### src/rtl/shift_add_multiplier.sv
// Sequential signed WIDTH x WIDTH add/shift multiplier on an X:A:B chain.
// Ports: Clk, Reset (sync, high), Run, Multiplicand, Multiplier in;
//   Busy, Done, X, Aval, Bval, Product out. Optional: MULT_ZERO_SKIP_EN.
module shift_add_multiplier #(
  parameter int WIDTH = 8
) (
  input  logic               Clk,
  input  logic               Reset,
  input  logic               Run,
  input  logic [WIDTH-1:0]   Multiplicand,
  input  logic [WIDTH-1:0]   Multiplier,
  output logic               Busy,
  output logic               Done,
  output logic               X,
  output logic [WIDTH-1:0]   Aval,
  output logic [WIDTH-1:0]   Bval,
  output logic [2*WIDTH-1:0] Product
);

  localparam int CW = $clog2(WIDTH + 1);
  localparam logic [CW-1:0] LAST = CW'(WIDTH - 1);
  localparam logic [CW-1:0] FULL = CW'(WIDTH);

  typedef enum logic [1:0] {
    IDLE,
    ADD,
    SHIFT,
    DONE
  } state_t;

  state_t          state;
  logic [WIDTH-1:0] s;
  logic [WIDTH-1:0] a;
  logic [WIDTH-1:0] b;
  logic             x;
  logic [CW-1:0]    count;
  logic             busy_q;
  logic             done_q;

  logic [WIDTH:0]   xa;
  logic [WIDTH:0]   sx;
  logic [WIDTH:0]   sum;
  logic [WIDTH:0]   diff;
  logic [CW-1:0]    cnt_nx;

  // X always mirrors the true sign of the A accumulator, so {X,A}
  // is the sign-extended A at WIDTH+1 bits.
  assign xa     = {x, a};
  assign sx     = {s[WIDTH-1], s};
  assign sum    = xa + sx;
  assign diff   = xa - sx;
  assign cnt_nx = count + 1'b1;

`ifdef MULT_ZERO_SKIP_EN
  logic zero_op;
  assign zero_op = (Multiplicand == '0) || (Multiplier == '0);
`endif

  always_ff @(posedge Clk) begin
    if (Reset) begin
      state  <= IDLE;
      s      <= '0;
      a      <= '0;
      b      <= '0;
      x      <= 1'b0;
      count  <= '0;
      busy_q <= 1'b0;
      done_q <= 1'b0;
    end else begin
      unique case (state)
        IDLE: begin
          if (Run) begin
            s     <= Multiplicand;
            a     <= '0;
            x     <= 1'b0;
            count <= '0;
`ifdef MULT_ZERO_SKIP_EN
            if (zero_op) begin
              b      <= '0;
              state  <= DONE;
              done_q <= 1'b1;
            end else begin
              b      <= Multiplier;
              state  <= ADD;
              busy_q <= 1'b1;
            end
`else
            b      <= Multiplier;
            state  <= ADD;
            busy_q <= 1'b1;
`endif
          end
        end
        ADD: begin
          // Top multiplier bit carries negative weight.
          if (b[0]) begin
            if (count == LAST) {x, a} <= diff;
            else               {x, a} <= sum;
          end
          state <= SHIFT;
        end
        SHIFT: begin
          a     <= {x, a[WIDTH-1:1]};
          b     <= {a[0], b[WIDTH-1:1]};
          count <= cnt_nx;
          if (cnt_nx == FULL) begin
            state  <= DONE;
            busy_q <= 1'b0;
            done_q <= 1'b1;
          end else begin
            state <= ADD;
          end
        end
        DONE: begin
          done_q <= 1'b0;
          state  <= IDLE;
        end
        default: begin
          state  <= IDLE;
          busy_q <= 1'b0;
          done_q <= 1'b0;
        end
      endcase
    end
  end

  assign Busy    = busy_q;
  assign Done    = done_q;
  assign X       = x;
  assign Aval    = a;
  assign Bval    = b;
  assign Product = {a, b};

endmodule

### config.mk
export PLATFORM = sky130hd
export DESIGN_NAME = shift_add_multiplier
export DESIGN_NICKNAME = d
export VERILOG_FILES = /design/src/rtl/shift_add_multiplier.sv
export SDC_FILE = /design/constraint.sdc
export NUM_CORES = 1
export LEC_CHECK = 0
export CAP_MARGIN = 20
export CELL_PAD_IN_SITES_DETAIL_PLACEMENT = 1
export CELL_PAD_IN_SITES_GLOBAL_PLACEMENT = 1
export CORE_MARGIN = 8
export CORE_UTILIZATION = 37
export CTS_BUF_LIST = sky130_fd_sc_hd__clkbuf_16
export DETAILED_ROUTE_END_ITERATION = 16
export GPL_ROUTABILITY_DRIVEN = 0
export PLACE_DENSITY = 0.87
export RECOVER_POWER = 100
export SYNTH_ARGS = -nofsm -noshare
export SYNTH_HDL_FRONTEND = slang
export SYNTH_SLANG_ARGS = --single-unit
export TNS_END_PERCENT = 1
### constraint.sdc
create_clock -name Clk -period 2.2 [get_ports Clk]
set_clock_uncertainty 0.15 [all_clocks]
set_input_delay 0.33 -clock Clk [delete_from_list [all_inputs] [get_ports Clk]]
set_output_delay 0.33 -clock Clk [all_outputs]
set_load 0.05 [all_outputs]
==> run metrics, run 1 <==
status complete, no violations; clk slew on worst S/H paths 60 ps; initial antenna violation count 0; combinational power share 52.8%; CP max FO 8; Layout fillers 726; Setup Viol. Count Final 0; CORE AREA 6350 um^2; Synth area leaders dfxtp_1, ha_1, buf_4; clock root buffer clkbuf_16; initial core utilization around two fifths; vias per cell between 5 and 6; gr usage total between 10% and 20%; Yosys top cell area share 27.1%; Pwr per Cell Area ~1000 nW/um^2; cts hold-fix bufs 0; First-pass DRT Iterations 4; synthesized net count 341; Primary FF master, synth dfxtp_1; leading area contributor after synthesis dfxtp_1; full die area 9440 um^2; WHS 328 ps; largest net degree at the start of global routing 32; Slew @ Worst Pin ~740 ps; Max transition margin 50.5%; Seq/Total Area, Yosys 27.1%; max_cap viols 0; WS Path Type flip-flop to flip-flop; Pwr Total between 0.003 and 0.004 W; Worst EP required 2240 ps; nets 392; main combinational cell family by area after synthesis simple AND/OR/NAND/NOR gates; setup tns final 0 ps; TritonCTS clock tree built; Antenna Cells 0; syn avg cell area 8.21 um^2; Max Root-Sink Buffers 2; RSZ-0062 raised after global routing true; Ports 54; initial drt markers roughly 200; crit path launch type flip-flop; cell area after synthesis between 2000 and 2500 um^2; Antenna Violating Nets Remaining 0; min cycle time layout 2180 ps; Clock Power Share 22.2%; H-Tree Depth 2; vias in the first global route 2511; detailed placement HPWL 5.79 mm; num rows 29; area grow syn2layout 33.1%; XOR/XNOR share of the synthesized area 2.15%; TritonCTS buffer count 5; Int Power 0.00168 W; type of destination of the critical path flip-flop; Vias 2387; GRT overflow 0; detailed-route wire length 8.56 mm; IO Port Bufs 53; Max Freq 0.459 GHz; fraction of layout cells with a size suffix above 1 17.8%; switching pwr 0.00150 W; Hold Path Class flip-flop to flip-flop; FF+latch count, synth 33; Die Y 97.2 um; first-pass GRT wire length 13.6 mm; Chip Width 97.2 um; Clk Latency, worst-skew pair 290 ps; max-slew violations 0; post-synthesis simple-gate area fraction 21.4%; Cells after Synth 297; routed len/inst 20.1 um; Post-synth EDFFs 0; final core utilization 51.1%; mux cell area share after synthesis 3.69%; Synth Warn # 0; Clock Sink Count 33; leakage power approximately 1.3 nW; Critical Path AT 2220 ps; Hold Vio Cnt, Final 0; Peak supply drop 0.426 mV; Synth cell types 53; post-synthesis compound-gate area fraction roughly a fifth; share of power burned in registers 25.0%; Post-synth ARST share 0%; drt drc 0; crit share post-route 99.0%; Sw Ratio 47.3%; Post-Synth Adder-Cell Area 13.4%
-- kinds of logic (layout without fill, tap and decap cells) --
logic type | Yosys count | after routing
AO/OA/AOI/OAI | 72 | 72
adder cells (fa/ha/maj) | 25 | 25
XOR/XNOR | 6 | 6
multiplexers | 9 | 9
flip-flops | 33 | 33
buffers and inverters | 53 | 105
AND/OR/NAND/NOR | 99 | 99
-- repair_timing --
| item | CTS | global route |
|---|---|---|
| resized for setup | 4 | 14 |
| pin swaps | 1 | 7 |
| setup buffers | 0 | 1 |
| setup endpoints to repair | 4 | 6 |
-- flip-flops by register name, indices dropped and copies added, names as in the netlist --
register and flops:
Aval 8, state 2, X 1, count 4
Busy 1, Bval 8, Done 1, s 8
-- metal layers --
| metal | vias up | wire length, um | GRT usage, % |
|---|---|---|---|
| met2 | 55 | 4290 | 29.1 |
| li1 | 1137 | - | - |
| met4 | 0 | 216 | 7.22 |
| met3 | 18 | 291 | 2.84 |
| met5 | - | 0 | 0 |
| met1 | 1177 | 3760 | 21.1 |
-- layout by cell type, fill, tap and decap left out, types with 4 or more instances in the layout --
master           instances
clkbuf_16                5
xnor2_1                  4
o21ai_0                  7
mux2i_1                  9
dlygate4sd3_1           18
ha_1                    20
dfxtp_1                 29
clkdlybuf4s50_1         35
nor3_1                   5
nand3_1                 10
a211oi_2                 4
nand4_1                  7
inv_1                   24
nor2_1                  24
nand2_1                 28
a211oi_1                10
buf_4                   19
a21oi_1                 23
-- Yosys cell counts, drive strengths merged, types with 2 or more instances --
cell,count
a211oi,14
a21oi,23
a22oi,2
a311oi,3
a31oi,3
a32oi,2
and3,2
and4,2
buf,22
clkbuf,7
dfxtp,33
fa,2
ha,23
inv,24
mux2i,9
nand2,28
nand2b,2
nand3,11
nand4,7
nor2,25
nor2b,4
nor3,6
nor3b,3
nor4,2
o211ai,3
o21a,2
o21ai,8
o31a,2
o31ai,3
o32ai,2
or2,2
xnor2,4
xor2,2
-- final cells by class --
type                    count  area [um^2]  area share (%)
clock buffers               5          125            3.86
flip-flops and latches     33          668            20.6
repair buffers             73          678            20.9
inverters                  24         90.1            2.78
clock inverters             3         16.3           0.501
well taps                  77         96.3            2.97
multi-input cells         211         1570            48.4
-- worst max-delay path, cell delays in order (launching register included) --
cell	delay [ps]
dfxtp_1	350
inv_1	50
ha_1	440
nor3b_1	130
a211oi_2	310
nand3_1	170
and3_1	220
o32ai_2	250
-- through the flow --
stage               setup slack, ps  area, um^2  instances
floorplan                      39.2        2440        297
global placement               89.3        3030        417
detailed placement            -5.75        3030        417
CTS                            7.52        3180        425
global route                  -27.1        3250        426
finish                         22.8        3250        426
-- power groups by stage --
stage | registers (W) | clock network (W) | logic [W]
after floorplan | 0.00101 | 0 | 0.000964
final | 0.000794 | 0.000705 | 0.00168
after CTS | 0.000797 | 0.000706 | 0.00168
after detailed placement | 0.000809 | 0 | 0.00164
after global placement | 0.000799 | 0 | 0.00159
after global routing | 0.000808 | 0.000734 | 0.00178
-- worst paths after layout --
check,startpoint,to,slack [ps],cells after the start
setup / recovery,s[4],Aval[6],20,7
hold / removal,s[5],s[5],330,2
setup reg to reg,s[4],Aval[6],20,7
hold reg to reg,s[5],s[5],330,2
(Power assumes the default switching activity.)
==> inputs of run 2 (changes only) <==
--- a/config.mk
+++ b/config.mk
@@ -9,11 +9,12 @@
 export CELL_PAD_IN_SITES_DETAIL_PLACEMENT = 1
 export CELL_PAD_IN_SITES_GLOBAL_PLACEMENT = 1
 export CORE_MARGIN = 8
-export CORE_UTILIZATION = 37
+export CORE_UTILIZATION = 45
 export CTS_BUF_LIST = sky130_fd_sc_hd__clkbuf_16
 export DETAILED_ROUTE_END_ITERATION = 16
+export DONT_BUFFER_PORTS = 1
 export GPL_ROUTABILITY_DRIVEN = 0
-export PLACE_DENSITY = 0.87
+export PLACE_DENSITY = 0.84
 export RECOVER_POWER = 100
 export SYNTH_ARGS = -nofsm -noshare
 export SYNTH_HDL_FRONTEND = slang
==> run 2 against run 1 <==
  * The run now ends with setup timing left
  * Clock power down 3.5%
  * Utilization up 0.53 points
  * Via count down 4.9%
  * Wire length down 8.0%
  * Sequential share of layout area up 3.5 points
  * Hold slack worse by 320 ps
  * Maximum frequency down 3.1%
  * Flip-flop and latch count unchanged
  * Non-clock buffer count down 41
  * Sequential power down 2%
  * Global-route usage up 2.1 points
  * Power down 4.9%
==> run metrics, run 2 (synthesized netlist as in run 1, its figures left out) <==
CP max FO 3 (-5); fin area 2770 um^2 (-15%); Worst EP required 2210 ps (-30 ps); placed cell count 369 (-12%); leading cell types in the layout, fill and taps excluded dfxtp_1, nand2_1, inv_1, a21oi_1, nor2_1; crit-path max cell delay 400 ps (-40 ps); Antenna Violating Nets Remaining 0 (unchanged); IO Port Bufs 0 (-100%); initial drt markers 167 (-17%); detailed-route wire length 7.88 mm (-8.0%); Final Instance Count excl. Fillers 380 (-11%); CORE AREA 5370 um^2 (-15%); first-pass GRT wire length 11.9 mm (-13%); area grow syn2layout 13.8%; Slowest-stage cell, CP fa_2; Max Freq 0.445 GHz (-3.1%); final setup margin -48.0 ps (-70.7 ps); Hold Vio Cnt, Final 0 (unchanged); Post-DP Area 2550 um^2 (-16%); Chip Width 89.6 um (-7.8%); Slew @ Worst Pin 617 ps (-125 ps); TritonCTS clock tree built; Clk Latency, worst-skew pair 280 ps (about the same); Peak supply drop 0.628 mV (+47%); setup tns final -82.2 ps (-82.2 ps); clk slew on worst S/H paths 60 ps (about the same); Crit path max-delay family compound AO/OA/AOI/OAI gates; H-Tree Depth 2 (unchanged); Critical Path AT 2250 ps (+30 ps); Hold Path Class input pin to flip-flop; WHS 5.44 ps (-323 ps); crit path launch type flip-flop; Max Root-Sink Buffers 2 (unchanged); failing checks setup timing; type of destination of the critical path flip-flop; Setup Viol. Count Final 4 (+4); largest net degree at the start of global routing 30 (-6.3%); fraction of layout cells with a size suffix above 1 22.7% (+5.0 points); vias per cell 5.97 (+6.6%); vias in the first global route 2379 (-5.3%); GRT overflow 0 (unchanged); min cycle time layout 2250 ps (+70.7 ps); Vias 2269 (-4.9%); status complete, but fails checks; routed len/inst 20.7 um (+3.2%); Pwr per Cell Area 1090 nW/um^2 (+11%); Max transition margin 59.0% (+8.5 points); TritonCTS buffer count 5 (unchanged); Worst Path Buf+Inv 2 (+1); Die Y 89.6 um (-7.8%); initial core utilization 45.4% (+7.0 points); max_cap viols 0 (unchanged); WS Path Type flip-flop to flip-flop; Antenna Cells 0 (unchanged); leakage power 1.11 nW (-13%); gr usage total 19.4% (+2.1 points); clock root buffer clkbuf_16; nets 351 (-10%); worst-path cell chain inv_4 > ha_4 > fa_2 > nor2b_2 > o31a_1 > buf_6 > a211oi_2 > a311oi_2 > a211oi_1; drt drc 0 (unchanged); Clock Sink Count 33 (unchanged); detailed placement HPWL 5.02 mm (-13%); Ports 54 (unchanged); RSZ-0062 raised after global routing true; full die area 8030 um^2 (-15%); num rows 27 (-6.9%); max-slew violations 0 (unchanged); crit share post-route 102% (+3.2 points); initial antenna violation count 0 (unchanged); First-pass DRT Iterations 4 (unchanged)
[run 2: changes by cell type in the layout (fill, tap and decap cells not counted), moves of 2 or more]
cell             previous run  this run
clkdlybuf4s50_1            35         0
dlygate4sd3_1              18         0
clkbuf_2                    1         8
buf_4                      19        21
[run 2: cell type report]
cell class / count / area [um^2]
inverter: 24 / 92.6
fill: 632 / 2600
clock inverter: 3 / 13.8
timing repair buffer: 32 / 233
sequential: 33 / 669
tap: 72 / 90.1
multi-input combinational: 211 / 1550
clock buffer: 5 / 125
[run 2: final timing paths]
check                from      end  slack (ps)  cells past startpoint
hold / removal      Reset  Aval[5]           5                      1
setup / recovery  Aval[0]  Aval[4]         -50                      9
hold reg to reg      s[2]     s[2]         330                      2
setup reg to reg  Aval[0]  Aval[4]         -50                      9
[run 2: stage by stage]
step           setup slack, ps  util [%]  total power, W
2_1_floorplan             39.2         -         0.00197
3_3_place_gp               112      47.6         0.00217
3_5_place_dp             -13.0      47.6         0.00221
4_1_cts                  0.216      51.0         0.00296
5_1_grt                  -98.3      51.6         0.00315
6_report                 -48.0      51.6         0.00302
[run 2: what timing repair did]
| item | in CTS | in global routing |
|---|---|---|
| buffers inserted | 1 | 1 |
| setup endpoints to repair | 3 | 6 |
| hold endpoints to repair | 29 | 0 |
| pin swaps | 2 | 5 |
| hold buffers | 1 | 0 |
| resized for setup | 4 | 13 |
[run 2: metal layers]
layer | part of all wire, % | wire length [um] | GRT usage [%] | vias up
met1 | 38 | 2990 | 20.3 | 1095
li1 | - | - | - | 1052
met3 | 6.6 | 523 | 5.82 | 27
met2 | 51 | 4050 | 34.4 | 95
met5 | 0 | 0 | 0 | -
met4 | 4.0 | 312 | 9.82 | 0
[run 2: power breakdown]
group	internal [W]	switching (W)	leakage (nW)
Combinational	0.000429	0.00113	0.761
Sequential	0.000693	0.0000896	0.273
Clock	0.000411	0.000269	0.0748
